==> config.mk <==
export PLATFORM = sky130hd
export DESIGN_NAME = mem_lsu
export DESIGN_NICKNAME = d
export VERILOG_FILES = /design/src/rtl/rv_defs_pkg.sv /design/src/rtl/lsu_load_align.sv /design/src/rtl/mem_lsu.sv
export SDC_FILE = /design/constraint.sdc
export NUM_CORES = 1
export LEC_CHECK = 0
export ABC_CLOCK_PERIOD_IN_PS = 2950
export BUFFER_PORTS_ARGS = -buffer_cell sky130_fd_sc_hd__clkbuf_2
export CORE_ASPECT_RATIO = 0.7
export CORE_MARGIN = 3
export CORE_UTILIZATION = 48
export CTS_CLUSTER_SIZE = 40
export DETAILED_ROUTE_END_ITERATION = 8
export PLACE_DENSITY = 0.8
export SLEW_MARGIN = 5
export SYNTH_ARGS = -nofsm -noshare
export SYNTH_HDL_FRONTEND = slang
export SYNTH_SLANG_ARGS = --single-unit
==> constraint.sdc <==
create_clock -name clk -period 2.95 [get_ports clk]
set_clock_uncertainty 0.2 [all_clocks]
set_input_delay 0.1475 -clock clk [delete_from_list [all_inputs] [get_ports clk]]
set_output_delay 0.1475 -clock clk [all_outputs]
set_load 0.03 [all_outputs]
==> src/rtl/rv_defs_pkg.sv <==
// Shared RV32 load/store definitions: funct3 encodings, LSU state encoding
// and the alignment/legality rule for memory accesses.
package rv_defs_pkg;

    localparam logic [2:0] F3_LB  = 3'b000;
    localparam logic [2:0] F3_LH  = 3'b001;
    localparam logic [2:0] F3_LW  = 3'b010;
    localparam logic [2:0] F3_LBU = 3'b100;
    localparam logic [2:0] F3_LHU = 3'b101;
    localparam logic [2:0] F3_SB  = 3'b000;
    localparam logic [2:0] F3_SH  = 3'b001;
    localparam logic [2:0] F3_SW  = 3'b010;

    typedef enum logic [1:0] {
        IDLE = 2'd0,
        REQ  = 2'd1,
        RESP = 2'd2
    } lsu_state_e;

    // True when funct3 is a defined encoding and addr_lo is naturally aligned for its size.
    function automatic logic mem_access_ok(input logic is_load, input logic [2:0] funct3,
                                           input logic [1:0] addr_lo);
        logic ok;
        ok = 1'b0;
        if (is_load) begin
            case (funct3)
                F3_LB, F3_LBU: ok = 1'b1;
                F3_LH, F3_LHU: ok = ~addr_lo[0];
                F3_LW:         ok = (addr_lo == 2'b00);
                default:       ok = 1'b0;
            endcase
        end else begin
            case (funct3)
                F3_SB:   ok = 1'b1;
                F3_SH:   ok = ~addr_lo[0];
                F3_SW:   ok = (addr_lo == 2'b00);
                default: ok = 1'b0;
            endcase
        end
        return ok;
    endfunction

endpackage

==> src/rtl/lsu_load_align.sv <==
// Picks the addressed byte/half out of a bus read word and sign/zero extends it.
module lsu_load_align
    import rv_defs_pkg::*;
#(
    parameter int XLEN = 32
) (
    input  logic [XLEN-1:0] rdata,
    input  logic [1:0]      addr_lo,
    input  logic [2:0]      funct3,
    output logic [XLEN-1:0] data
);

    localparam int LANES = XLEN / 8;

    logic [7:0]  lanes [LANES];
    logic [7:0]  byte_sel;
    logic [15:0] half_sel;

    for (genvar gi = 0; gi < LANES; gi++) begin : g_lane
        assign lanes[gi] = rdata[8*gi +: 8];
    end

    always_comb begin
        byte_sel = lanes[addr_lo];
        half_sel = addr_lo[1] ? {lanes[3], lanes[2]} : {lanes[1], lanes[0]};
        case (funct3)
            F3_LB:   data = {{(XLEN-8){byte_sel[7]}}, byte_sel};
            F3_LH:   data = {{(XLEN-16){half_sel[15]}}, half_sel};
            F3_LBU:  data = {{(XLEN-8){1'b0}}, byte_sel};
            F3_LHU:  data = {{(XLEN-16){1'b0}}, half_sel};
            default: data = rdata;
        endcase
    end

endmodule

==> src/rtl/mem_lsu.sv <==
// Load/store stage: forwards ALU results or runs one bus transaction per memory op,
// stalling the front of the pipeline while a transaction is outstanding.
module mem_lsu
    import rv_defs_pkg::*;
#(
    parameter int ADDR_W = 32,
    parameter int XLEN   = 32
) (
    input  logic              clk,
    input  logic              rst,
    input  logic              op_valid_i,
    input  logic              is_load_i,
    input  logic              is_store_i,
    input  logic [2:0]        funct3_i,
    input  logic [ADDR_W-1:0] addr_i,
    input  logic [XLEN-1:0]   sdata_i,
    input  logic [4:0]        rd_addr_i,
    input  logic [XLEN-1:0]   rd_data_i,
    input  logic              rd_wen_i,
    output logic              bus_req_o,
    output logic              bus_we_o,
    output logic [ADDR_W-1:0] bus_addr_o,
    output logic [XLEN-1:0]   bus_wdata_o,
    output logic [3:0]        bus_wstrb_o,
    input  logic              bus_ready_i,
    input  logic              bus_rvalid_i,
    input  logic [XLEN-1:0]   bus_rdata_i,
    output logic [4:0]        wb_rd_addr_o,
    output logic [XLEN-1:0]   wb_rd_data_o,
    output logic              wb_rd_wen_o,
    output logic              hold_o,
    output logic              err_o
);

    lsu_state_e        state_reg, state_next;
    logic              bus_req_reg, bus_req_next;
    logic              bus_we_reg, bus_we_next;
    logic [ADDR_W-1:0] bus_addr_reg, bus_addr_next;
    logic [XLEN-1:0]   bus_wdata_reg, bus_wdata_next;
    logic [3:0]        bus_wstrb_reg, bus_wstrb_next;
    logic [4:0]        wb_addr_reg, wb_addr_next;
    logic [XLEN-1:0]   wb_data_reg, wb_data_next;
    logic              wb_wen_reg, wb_wen_next;
    logic              err_reg, err_next;
    logic [4:0]        ld_rd_reg, ld_rd_next;
    logic [2:0]        ld_f3_reg, ld_f3_next;
    logic [1:0]        ld_lo_reg, ld_lo_next;

    logic [XLEN-1:0]   st_wdata;
    logic [3:0]        st_wstrb;
    logic [XLEN-1:0]   load_data;

    lsu_load_align #(.XLEN(XLEN)) u_align (
        .rdata   (bus_rdata_i),
        .addr_lo (ld_lo_reg),
        .funct3  (ld_f3_reg),
        .data    (load_data)
    );

    // Store data is replicated across lanes so the slave can use the strobes alone.
    always_comb begin
        case (funct3_i)
            F3_SB: begin
                st_wdata = {4{sdata_i[7:0]}};
                st_wstrb = 4'b0001 << addr_i[1:0];
            end
            F3_SH: begin
                st_wdata = {2{sdata_i[15:0]}};
                st_wstrb = addr_i[1] ? 4'b1100 : 4'b0011;
            end
            default: begin
                st_wdata = sdata_i;
                st_wstrb = 4'b1111;
            end
        endcase
    end

    always_comb begin
        state_next     = state_reg;
        bus_req_next   = bus_req_reg;
        bus_we_next    = bus_we_reg;
        bus_addr_next  = bus_addr_reg;
        bus_wdata_next = bus_wdata_reg;
        bus_wstrb_next = bus_wstrb_reg;
        wb_addr_next   = wb_addr_reg;
        wb_data_next   = wb_data_reg;
        wb_wen_next    = 1'b0;
        err_next       = 1'b0;
        ld_rd_next     = ld_rd_reg;
        ld_f3_next     = ld_f3_reg;
        ld_lo_next     = ld_lo_reg;
        case (state_reg)
            IDLE: begin
                if (op_valid_i) begin
                    if (is_load_i || is_store_i) begin
                        if (!mem_access_ok(is_load_i, funct3_i, addr_i[1:0])) begin
                            err_next = 1'b1;
                        end else begin
                            state_next     = REQ;
                            bus_req_next   = 1'b1;
                            bus_we_next    = ~is_load_i;
                            bus_addr_next  = {addr_i[ADDR_W-1:2], 2'b00};
                            bus_wdata_next = is_load_i ? '0 : st_wdata;
                            bus_wstrb_next = is_load_i ? 4'b0000 : st_wstrb;
                            ld_rd_next     = rd_addr_i;
                            ld_f3_next     = funct3_i;
                            ld_lo_next     = addr_i[1:0];
                        end
                    end else begin
                        wb_wen_next  = rd_wen_i && (rd_addr_i != 5'd0);
                        wb_addr_next = rd_addr_i;
                        wb_data_next = rd_data_i;
                    end
                end
            end
            REQ: begin
                if (bus_ready_i) begin
                    bus_req_next   = 1'b0;
                    bus_we_next    = 1'b0;
                    bus_wstrb_next = 4'b0000;
                    state_next     = bus_we_reg ? IDLE : RESP;
                end
            end
            RESP: begin
                if (bus_rvalid_i) begin
                    state_next   = IDLE;
                    wb_wen_next  = (ld_rd_reg != 5'd0);
                    wb_addr_next = ld_rd_reg;
                    wb_data_next = load_data;
                end
            end
            default: state_next = IDLE;
        endcase
    end

    always_ff @(posedge clk) begin
        if (!rst) begin
            state_reg     <= IDLE;
            bus_req_reg   <= 1'b0;
            bus_we_reg    <= 1'b0;
            bus_addr_reg  <= '0;
            bus_wdata_reg <= '0;
            bus_wstrb_reg <= 4'b0000;
            wb_addr_reg   <= 5'd0;
            wb_data_reg   <= '0;
            wb_wen_reg    <= 1'b0;
            err_reg       <= 1'b0;
            ld_rd_reg     <= 5'd0;
            ld_f3_reg     <= 3'd0;
            ld_lo_reg     <= 2'd0;
        end else begin
            state_reg     <= state_next;
            bus_req_reg   <= bus_req_next;
            bus_we_reg    <= bus_we_next;
            bus_addr_reg  <= bus_addr_next;
            bus_wdata_reg <= bus_wdata_next;
            bus_wstrb_reg <= bus_wstrb_next;
            wb_addr_reg   <= wb_addr_next;
            wb_data_reg   <= wb_data_next;
            wb_wen_reg    <= wb_wen_next;
            err_reg       <= err_next;
            ld_rd_reg     <= ld_rd_next;
            ld_f3_reg     <= ld_f3_next;
            ld_lo_reg     <= ld_lo_next;
        end
    end

    assign bus_req_o    = bus_req_reg;
    assign bus_we_o     = bus_we_reg;
    assign bus_addr_o   = bus_addr_reg;
    assign bus_wdata_o  = bus_wdata_reg;
    assign bus_wstrb_o  = bus_wstrb_reg;
    assign wb_rd_addr_o = wb_addr_reg;
    assign wb_rd_data_o = wb_data_reg;
    assign wb_rd_wen_o  = wb_wen_reg;
    assign err_o        = err_reg;
    assign hold_o       = (state_reg != IDLE);

endmodule

# == Yosys cells after proc, flatten, opt, wreduce, memory -nomap -nowiden ==
# Index checks and enable logic that the tools add are counted.
# op_classes
n_reduce_logical,18
n_mux,50
magnitude_cmp,1
n_bitwise,3
shift,1
eq_ne,15
# ops
op,count
$mux 32,4
$pmux 32 s2,2
$pmux 32 s4,1
$mux 4,6
$bmux 8 s2,1
$mux 16,1
$mux 8,2
$pmux 4 s2,2
$mux 1,15
$mux 5,3
$eq 3x3->1 const B,4
$mux 2,6
$ne 2x2->1 const B,6
$reduce_and 4->1,3
$pmux 5 s2,1
$reduce_and 5->1,2
$reduce_bool 5->1,2
$eq 3x1->1 const B,2
$logic_not 3->1,2
$pmux 1 s2,3
$pmux 1 s3,2
$pmux 2 s3,1
$reduce_bool 2->1,3
$logic_not 2->1,2
10 further kinds,12
# totals
inputBits,144
elab_cells,101
register_bits,119
output_inout_bits,110

# == Depth between registers and ports, before layout ==
# Gate-level depths: netlist of the first run.
# depth
ltp_word,11
depth_mapped,7
depth_no_buf,4

# == Hierarchy ==
# From an unflattened synthesis of the first run, not the netlist that was laid out.
# unflattened
hier_cells,697
area_unflattened_um2,6143.4
# by_module_without_submodules
module,seq_area_each_um2,area_each_um2,cells_each,instances
mem_lsu,2382.3,5343.9,579,1
lsu_load_align,0.0,799.5,118,1

# == Least setup slack after synthesis of the first run ==
# OpenSTA, ideal clock, no wires.
# synth_timing
kind,register -> register
start,register ld_lo_reg[0]
end,register wb_data_reg[27] (netlist: wb_rd_data_o[27])
path_slack_ps,887
required_time_ps,2619
setup_time_ps,131
path_buffers,2
stages_incl_launch_ff,7
arrival_time_ps,1732
period_less_slack_ps,2063
cell_sequence,dfxtp_1 clkbuf_1 mux2_2 a22o_1 o211ai_2 buf_2 o22ai_1
# synth_via
elab_chain_cells,7
# synth_lines
item,line_no,rtl
"start, declared",mem_lsu.sv:47,"logic [1:0] ld_lo_reg, ld_lo_next;"
"start signal, assigned",mem_lsu.sv:164,ld_lo_reg <= ld_lo_next;
$not 2->3 (not written as such),lsu_load_align.sv:24,byte_sel = lanes[addr_lo];
$bmux 8 s2,lsu_load_align.sv:24,
$mux 8 (not written as such) (2 in a row),lsu_load_align.sv:24,
$pmux 32 s4,lsu_load_align.sv:26,case (funct3)
$mux 32,mem_lsu.sv:125,if (bus_rvalid_i) begin
$pmux 32 s2,mem_lsu.sv:92,case (state_reg)
"end signal, assigned",mem_lsu.sv:159,wb_data_reg <= wb_data_next;
"end, declared",mem_lsu.sv:42,"logic [XLEN-1:0] wb_data_reg, wb_data_next;"
# No other way between the ends. The select of a mux whose other input is x is not followed.
# A chain may end at the register's enable or synchronous reset.

# == Worst setup path in the final report of the first run ==
# layout_timing
start,register ld_lo_reg[1]
end,register wb_data_reg[8] (netlist: wb_rd_data_o[8])
# layout_via
elab_chain_cells,7
elab_cells_between_ends,8
classes_between,7 x mux; 1 x bitwise
# layout_lines
item,line_no
$not 2->3 (not written as such),lsu_load_align.sv:24
$bmux 8 s2,lsu_load_align.sv:24
$mux 8 (not written as such) (2 in a row),lsu_load_align.sv:24
$pmux 32 s4 (*),lsu_load_align.sv:26
$mux 32 (*),mem_lsu.sv:125
$pmux 32 s2 (*),mem_lsu.sv:92
# Mark *: on every way between the ends. The rest lies on a longest branch, timed or not. The select of a mux whose other input is x is not followed.

==> results of run 1 <==
power groups by stage:
stage	clock network, W	logic, W	registers, W
3_5_place_dp	0	0.000690	0.00174
4_1_cts	0.00205	0.000811	0.00171
6_report	0.00203	0.000835	0.00171
5_1_grt	0.00213	0.000891	0.00172
3_3_place_gp	0	0.000689	0.00174
2_1_floorplan	0	0.000320	0.00184
final timing paths:
path | startpoint | slack (ns) | cells past startpoint | end
worst max-delay path | ld_lo_reg[1]$_SDFFE_PN0P_ | 0.18 | 6 | wb_rd_data_o[8]$_SDFFE_PN0P_
worst min-delay path | sdata_i[20] | 0.007 | 4 | bus_wdata_o[20]$_SDFFE_PN0P_
worst max register to register | ld_lo_reg[1]$_SDFFE_PN0P_ | 0.18 | 6 | wb_rd_data_o[8]$_SDFFE_PN0P_
worst min register to register | bus_wdata_o[27]$_SDFFE_PN0P_ | 0.26 | 2 | bus_wdata_o[27]$_SDFFE_PN0P_
cell type report:
class                           instances  area share, %
Tap cell                              157           2.19
Clock inverter                         15           1.74
Sequential cell                       119           26.5
Clock buffer                           17           4.73
Multi-Input combinational cell        496           36.0
Inverter                               13          0.585
Timing Repair Buffer                  380           28.2
layout by cell type (no fill, tap or decap), types with 3 or more instances in the layout:
cell type and n:
clkbuf_2 251, dfxtp_1 118, dlygate4sd3_1 112, o21ai_0 102, a21oi_1 69, mux2i_1 46, nand3_1 39, nand2_1 32
nand4_1 18, clkbuf_16 17, o211a_1 16, o22ai_1 16, a31oi_1 14, buf_4 14, a22o_1 13, inv_1 11
nor2b_1 11, mux2_2 10, a21o_1 9, nor2_1 9, o2111ai_1 9, nand3b_1 8, o21ai_1 8, a22oi_1 8
a221oi_1 8, o31ai_1 7, a221o_1 7, a211oi_1 7, clkinv_4 6, nand2b_1 4, clkinv_2 4, clkinvlp_4 3
stage by stage:
| stage | hold WS (ns) | util [%] | instances |
|---|---|---|---|
| finish | 0.00730 | 75.3 | 1197 |
| global route | 0.0194 | 75.3 | 1197 |
| CTS | 0.00139 | 75.2 | 1197 |
| detailed placement | 0.189 | 61.0 | 1053 |
| global placement | 0.185 | 61.0 | 1053 |
| floorplan | 0.0952 | - | 707 |
routing by layer:
| layer | up-vias | track usage [%] |
|---|---|---|
| met4 | 0 | 12.2 |
| met1 | 3271 | 40.8 |
| met2 | 398 | 46.8 |
| li1 | 3294 | - |
| met5 | - | 0 |
| met3 | 83 | 9.75 |
critical path, cell delays in order (launching register included):
cell and delay [ns]:
dfxtp_1 0.46, buf_4 0.26, clkinvlp_4 0.31, mux2i_1 0.20, o211a_2 0.35, a221oi_1 0.34
dlygate4sd3_1 0.60
timing repair:
item / CTS / global route
gates resized for setup: 0 / 2
setup endpoints to repair: 0 / 2
hold buffers: 112 / 0
hold endpoints to repair: 110 / 0
cells by family after synthesis:
group | after synthesis
AO/OA/AOI/OAI | 302
AND/OR/NAND/NOR | 136
flip-flops | 119
buffers and inverters | 92
multiplexers | 56
other | 1
==> results by group, run 1 <==
Outcome
  • Status: complete, no violations

Clocking
  • CTS H-tree depth: 4
  • Reg clk slew, reported paths: roughly 0.060 ns
  • Root Buffer: clkbuf_16
  • Number of post-CTS setup repair buffers: 0
  • Skew-Pair Late Insertion Delay: approximately 0.4 ns
  • Clock buffer depth: 2
  • Num Clock Sinks: 119
  • CTS tree: done
  • Total clock buffers created by CTS: 17

Run
  • Max-cap violations: 0

Synth
  • Syn_area_per_cell: 8.44 µm²
  • Asr flop ratio synth: 0%
  • Mapped Cells: 706
  • Largest family of logic cells by synthesized area: compound AO/OA/AOI/OAI gates
  • Simple-gate area share of the yosys netlist: between 10% and 20%
  • Top-area cell type share of the netlist area: between 30% and 40%
  • Post-synthesis sequential area ratio: 40.0%
  • Main synth FF type: dfxtp_1
  • Unique masters post-synth: about 50
  • Adder-Cell Fraction of Synth Area: 0%
  • Yosys reg bits: 119
  • Mux cell area share after synthesis: about a tenth
  • Post-synth EDFFs: 0
  • Netlist area before placement: 0.00596 mm²
  • Commonest cells post-synth: 119 x dfxtp_1, 103 x o21ai_0, 70 x a21oi_1
  • Dominant cell type by area after synthesis: dfxtp_1
  • XOR/XNOR Fraction of Synth Area: 0%
  • YS warnings: 0
  • Synth Area in Compound Gates: 31.7%
  • Most numerous cell in the Yosys netlist: dfxtp_1
  • Ranking of synthesized cells by area: dfxtp_1 40%, o21ai_0 8.7%, mux2i_1 7.7%, a21oi_1 5.9%, clkbuf_1 3.6%

Timing
  • Worst-margin pin slew: 0.830 ns
  • Hold Fails Final Rpt: 0
  • Fmax: 0.361 GHz
  • Fin crit share: 94.0%
  • Slew headroom: between 40% and 50%
  • Worst Slack Setup Final: 0.176 ns
  • Fin Setup TNS: 0 ns
  • RSZ-0062 raised after global routing: no
  • Final min period: roughly 2.8 ns
  • Max-slew violations: 0
  • Final setup fails: 0

Floorplan
  • Initial core utilization: 49.9%
  • DIE HEIGHT: between 90 and 100 µm
  • Chip width: 139 µm
  • Num ports: roughly 250
  • # rows: 33
  • Core area: 0.0119 mm²
  • Die Area: 0.0138 mm²

Worst setup path
  • Arrival @ worst endpoint: between 2 and 3 ns
  • Setup Crit Path Kind: flip-flop to flip-flop
  • Worst Path Required: slightly above 3 ns
  • Worst setup SP type: flip-flop
  • Setup crit end kind: flip-flop
  • Largest fanout on the critical path: 17

Global route
  • Via count of the first global-routing pass: 6567
  • Grt total ovfl: 0
  • Initial antenna violation count: 0
  • First-pass GRT wire length: 34500 µm
  • Pin count of the biggest net entering global routing: 60
  • GRT Overall Usage: 30.7%

Place
  • Dpl ws: roughly 0.57 ns
  • Placer Congestion: 0.942
  • Port Buffer Count: 251
  • Placed cell area: between 0.007 and 0.008 mm²
  • Dpl hpwl: 13900 µm

Finish
  • FF/Latch Area: 0.00238 mm²
  • Filler cells: between 800 and 900
  • Multi-input logic area: 0.00324 mm²
  • Antenna diodes: 0
  • Area growth syn-to-layout: 50.8%
  • Layout cells sized above 1: 31.4%
  • Cell area after layout: 0.00898 mm²
  • Final nets: 1171

Route
  • DRT antenna net count: 0
  • Vias per cell: 5.89
  • Highest Signal Layer: met4
  • Number of remaining DRC errors: 0
  • Routed length per instance: 18.5 µm
  • Via count: 7046
  • DRT iter0 DRCs: slightly above 700
  • DRT Wirelength: 22100 µm
  • Pre-Repair DR Iteration Count: 5
  • DR WL met2: 9870 µm
  • WL met3: between 2000 and 2500 µm
  • Metal1 wirelength: ~9400 µm

Power and ir drop
  • Power consumption: 0.00458 W
  • Net switching power: 0.00132 W
  • PwrDens: 510 mW/mm²
  • Pint: 0.00325 W
  • Peak supply drop: 0.411 mV
  • Switching share of power: 28.9%
  • Comb power frac: 18.2%
  • Static Leak: 3.97 nW
  • Reg power frac: 37.4%
  • Clock Power Share: 44.4%

Min path
  • HP Class: primary input to flip-flop
(Power assumes the default switching activity.)
==> run 2: changes to the inputs <==
--- a/config.mk
+++ b/config.mk
@@ -7,12 +7,14 @@
 export LEC_CHECK = 0
 export ABC_CLOCK_PERIOD_IN_PS = 2950
 export BUFFER_PORTS_ARGS = -buffer_cell sky130_fd_sc_hd__clkbuf_2
+export CAP_MARGIN = 20
 export CORE_ASPECT_RATIO = 0.7
 export CORE_MARGIN = 3
 export CORE_UTILIZATION = 48
 export CTS_CLUSTER_SIZE = 40
 export DETAILED_ROUTE_END_ITERATION = 8
 export PLACE_DENSITY = 0.8
+export REMOVE_ABC_BUFFERS = 1
 export SLEW_MARGIN = 5
 export SYNTH_ARGS = -nofsm -noshare
 export SYNTH_HDL_FRONTEND = slang
==> results by group, run 2 (synthesis results as in run 1) <==
Outcome
  • Status: complete, no violations

Clocking
  • Num Clock Sinks: 119 (unchanged)
  • Number of post-CTS setup repair buffers: 0 (unchanged)
  • Skew-Pair Late Insertion Delay: 0.40 ns (about the same)
  • CTS tree: done
  • Total clock buffers created by CTS: 17 (unchanged)
  • Clock buffer depth: 2 (unchanged)
  • Root Buffer: clkbuf_16
  • Reg clk slew, reported paths: 0.06 ns (about the same)
  • CTS H-tree depth: 4 (unchanged)

Finish
  • Most frequent cells in the layout: 251 x clkbuf_2, 118 x dfxtp_1, 111 x dlygate4sd3_1
  • Area growth syn-to-layout: 51.8%
  • Commonest non-fill, non-tap cell in the layout: clkbuf_2
  • Layout cells sized above 1: 31.6% (+0.19 points)
  • Multi-input logic area: 0.00324 mm² (about the same)
  • Fin cells: 1198 (+0.084%)
  • Filler cells: 818 (-7.9%)
  • Final nets: 1171 (unchanged)
  • FF/Latch Area: 0.00238 mm² (unchanged)

Place
  • Placer Congestion: 0.874 (-7.2%)
  • Dpl hpwl: 14100 µm (+1.8%)
  • Port Buffer Count: 251 (unchanged)
  • Dpl ws: 0.666 ns (+0.0983 ns)
  • # placed instances: 1054 (+0.095%)

Power and ir drop
  • Peak supply drop: 0.500 mV (+22%)
  • PwrDens: 521 mW/mm² (+2.3%)
  • Static Leak: 4.00 nW (+0.76%)

Timing
  • Fmax: 0.356 GHz (-1.2%)
  • Worst-margin pin slew: 0.929 ns (+0.0994 ns)
  • Final setup fails: 0 (unchanged)
  • Fin crit share: 95.2% (+1.2 points)
  • RSZ-0062 raised after global routing: no
  • Final min period: 2.81 ns (+0.0344 ns)
  • Hold Fails Final Rpt: 0 (unchanged)
  • Max-slew violations: 0 (unchanged)
  • Slew headroom: 38.0% (-6.6 points)
  • Worst Slack Setup Final: 0.142 ns (-0.0344 ns)
  • WHS: 0.00897 ns (+0.00167 ns)

Route
  • Via count: 7121 (+1.1%)
  • DRT iter0 DRCs: 639 (-11%)
  • Pre-Repair DR Iteration Count: 6 (+1)
  • Vias per cell: 5.94 (+0.98%)
  • Number of remaining DRC errors: 0 (unchanged)
  • DRT Wirelength: 23200 µm (+4.6%)
  • DRT antenna net count: 0 (unchanged)
  • Routed length per instance: 19.3 µm (+4.5%)

Global route
  • GRT Overall Usage: 32.6% (+2.0 points)
  • Initial antenna violation count: 0 (unchanged)
  • Via count of the first global-routing pass: 6963 (+6.0%)
  • Grt total ovfl: 0 (unchanged)
  • Pin count of the biggest net entering global routing: 61 (+1.7%)
  • First-pass GRT wire length: 36800 µm (+6.6%)

Floorplan
  • Core area: 0.0119 mm² (unchanged)
  • Initial core utilization: 49.9% (unchanged)
  • Chip width: 139 µm (unchanged)
  • DIE HEIGHT: 99.2 µm (unchanged)
  • Die Area: 0.0138 mm² (unchanged)
  • # rows: 33 (unchanged)
  • Num ports: 254 (unchanged)

Worst setup path
  • Worst setup SP type: flip-flop
  • Worst Path Required: 3.07 ns (-0.03 ns)
  • Largest fanout on the critical path: 21 (+4)
  • Setup Crit Path Kind: flip-flop to flip-flop
  • Setup crit end kind: flip-flop
  • Arrival @ worst endpoint: 2.93 ns (about the same)
  • Worst r2r path cells: 5 (-1)

Run
  • Max-cap violations: 0 (unchanged)

Min path
  • Hold Crit Depth: 4 (unchanged)
  • HP Class: primary input to flip-flop
-- run 2: cell types whose count changed in the layout (fill, tap and decap cells not counted), sizes merged --
| cell | previous run | this run |
|---|---|---|
| buf | 17 | 18 |
| bufinv | 2 | 3 |
| clkbuf | 268 | 269 |
| clkinv | 10 | 4 |
| clkinvlp | 3 | 5 |
| diode | 0 | 1 |
| dlygate4sd3 | 112 | 111 |
| inv | 13 | 15 |
-- run 2: cell type report --
cell class	count	area share, %
Multi-Input combinational cell	496	35.8
Timing Repair Buffer	380	28.3
Sequential cell	119	26.4
Clock buffer	18	4.86
Tap cell	157	2.17
Clock inverter	14	1.92
Inverter	13	0.581
Antenna cell	1	0.0277
-- run 2: power by group --
| part | internal [W] | switching (W) | total [W] |
|---|---|---|---|
| clock network | 0.00136 | 0.000804 | 0.00216 |
| registers | 0.00167 | 0.0000408 | 0.00171 |
| logic | 0.000342 | 0.000498 | 0.000841 |
| total | 0.00337 | 0.00134 | 0.00471 |
-- run 2: routing by layer --
layer	GRT usage [%]	vias up	part of all wire, %
met5	0	-	0
met3	9.23	46	10
li1	-	3291	-
met2	53.9	443	46
met1	41.6	3341	41
met4	10.8	0	2.3
-- run 2: path summary, 6_finish.rpt --
path | start | to | slack (ns)
max | ld_f3_reg[1]$_SDFFE_PN0P_ | wb_rd_data_o[0]$_SDFFE_PN0P_ | 0.14
min | rd_data_i[4] | wb_rd_data_o[4]$_SDFFE_PN0P_ | 0.009
max reg2reg | ld_f3_reg[1]$_SDFFE_PN0P_ | wb_rd_data_o[0]$_SDFFE_PN0P_ | 0.14
min reg2reg | bus_req_o$_SDFFE_PN0P_ | bus_req_o$_SDFFE_PN0P_ | 0.25
-- run 2: critical path, cell delays in order, from the launching register on --
cell,delay (ns)
dfxtp_1,0.75
buf_4,0.37
nor2b_2,0.44
a31oi_1,0.18
dlygate4sd3_1,0.62
a31oi_1,0.18
-- run 2: repair_timing --
action,4_1_cts,5_1_grt
hold buffers,111,0
endpoints found under the setup margin,0,10
hold endpoints to repair,106,0
resized for setup,0,3
-- run 2: per-stage QoR --
| step | power, W | util (%) | area, µm² | TNS [ns] |
|---|---|---|---|---|
| after global routing | 0.00487 | 75.8 | 9040 | 0 |
| final | 0.00471 | 75.8 | 9040 | 0 |
| after CTS | 0.00469 | 75.7 | 9030 | 0 |
| after global placement | 0.00243 | 61.2 | 7310 | 0 |
| after detailed placement | 0.00244 | 61.2 | 7310 | 0 |
| after floorplan | 0.00212 | - | 5630 | -83.54 |
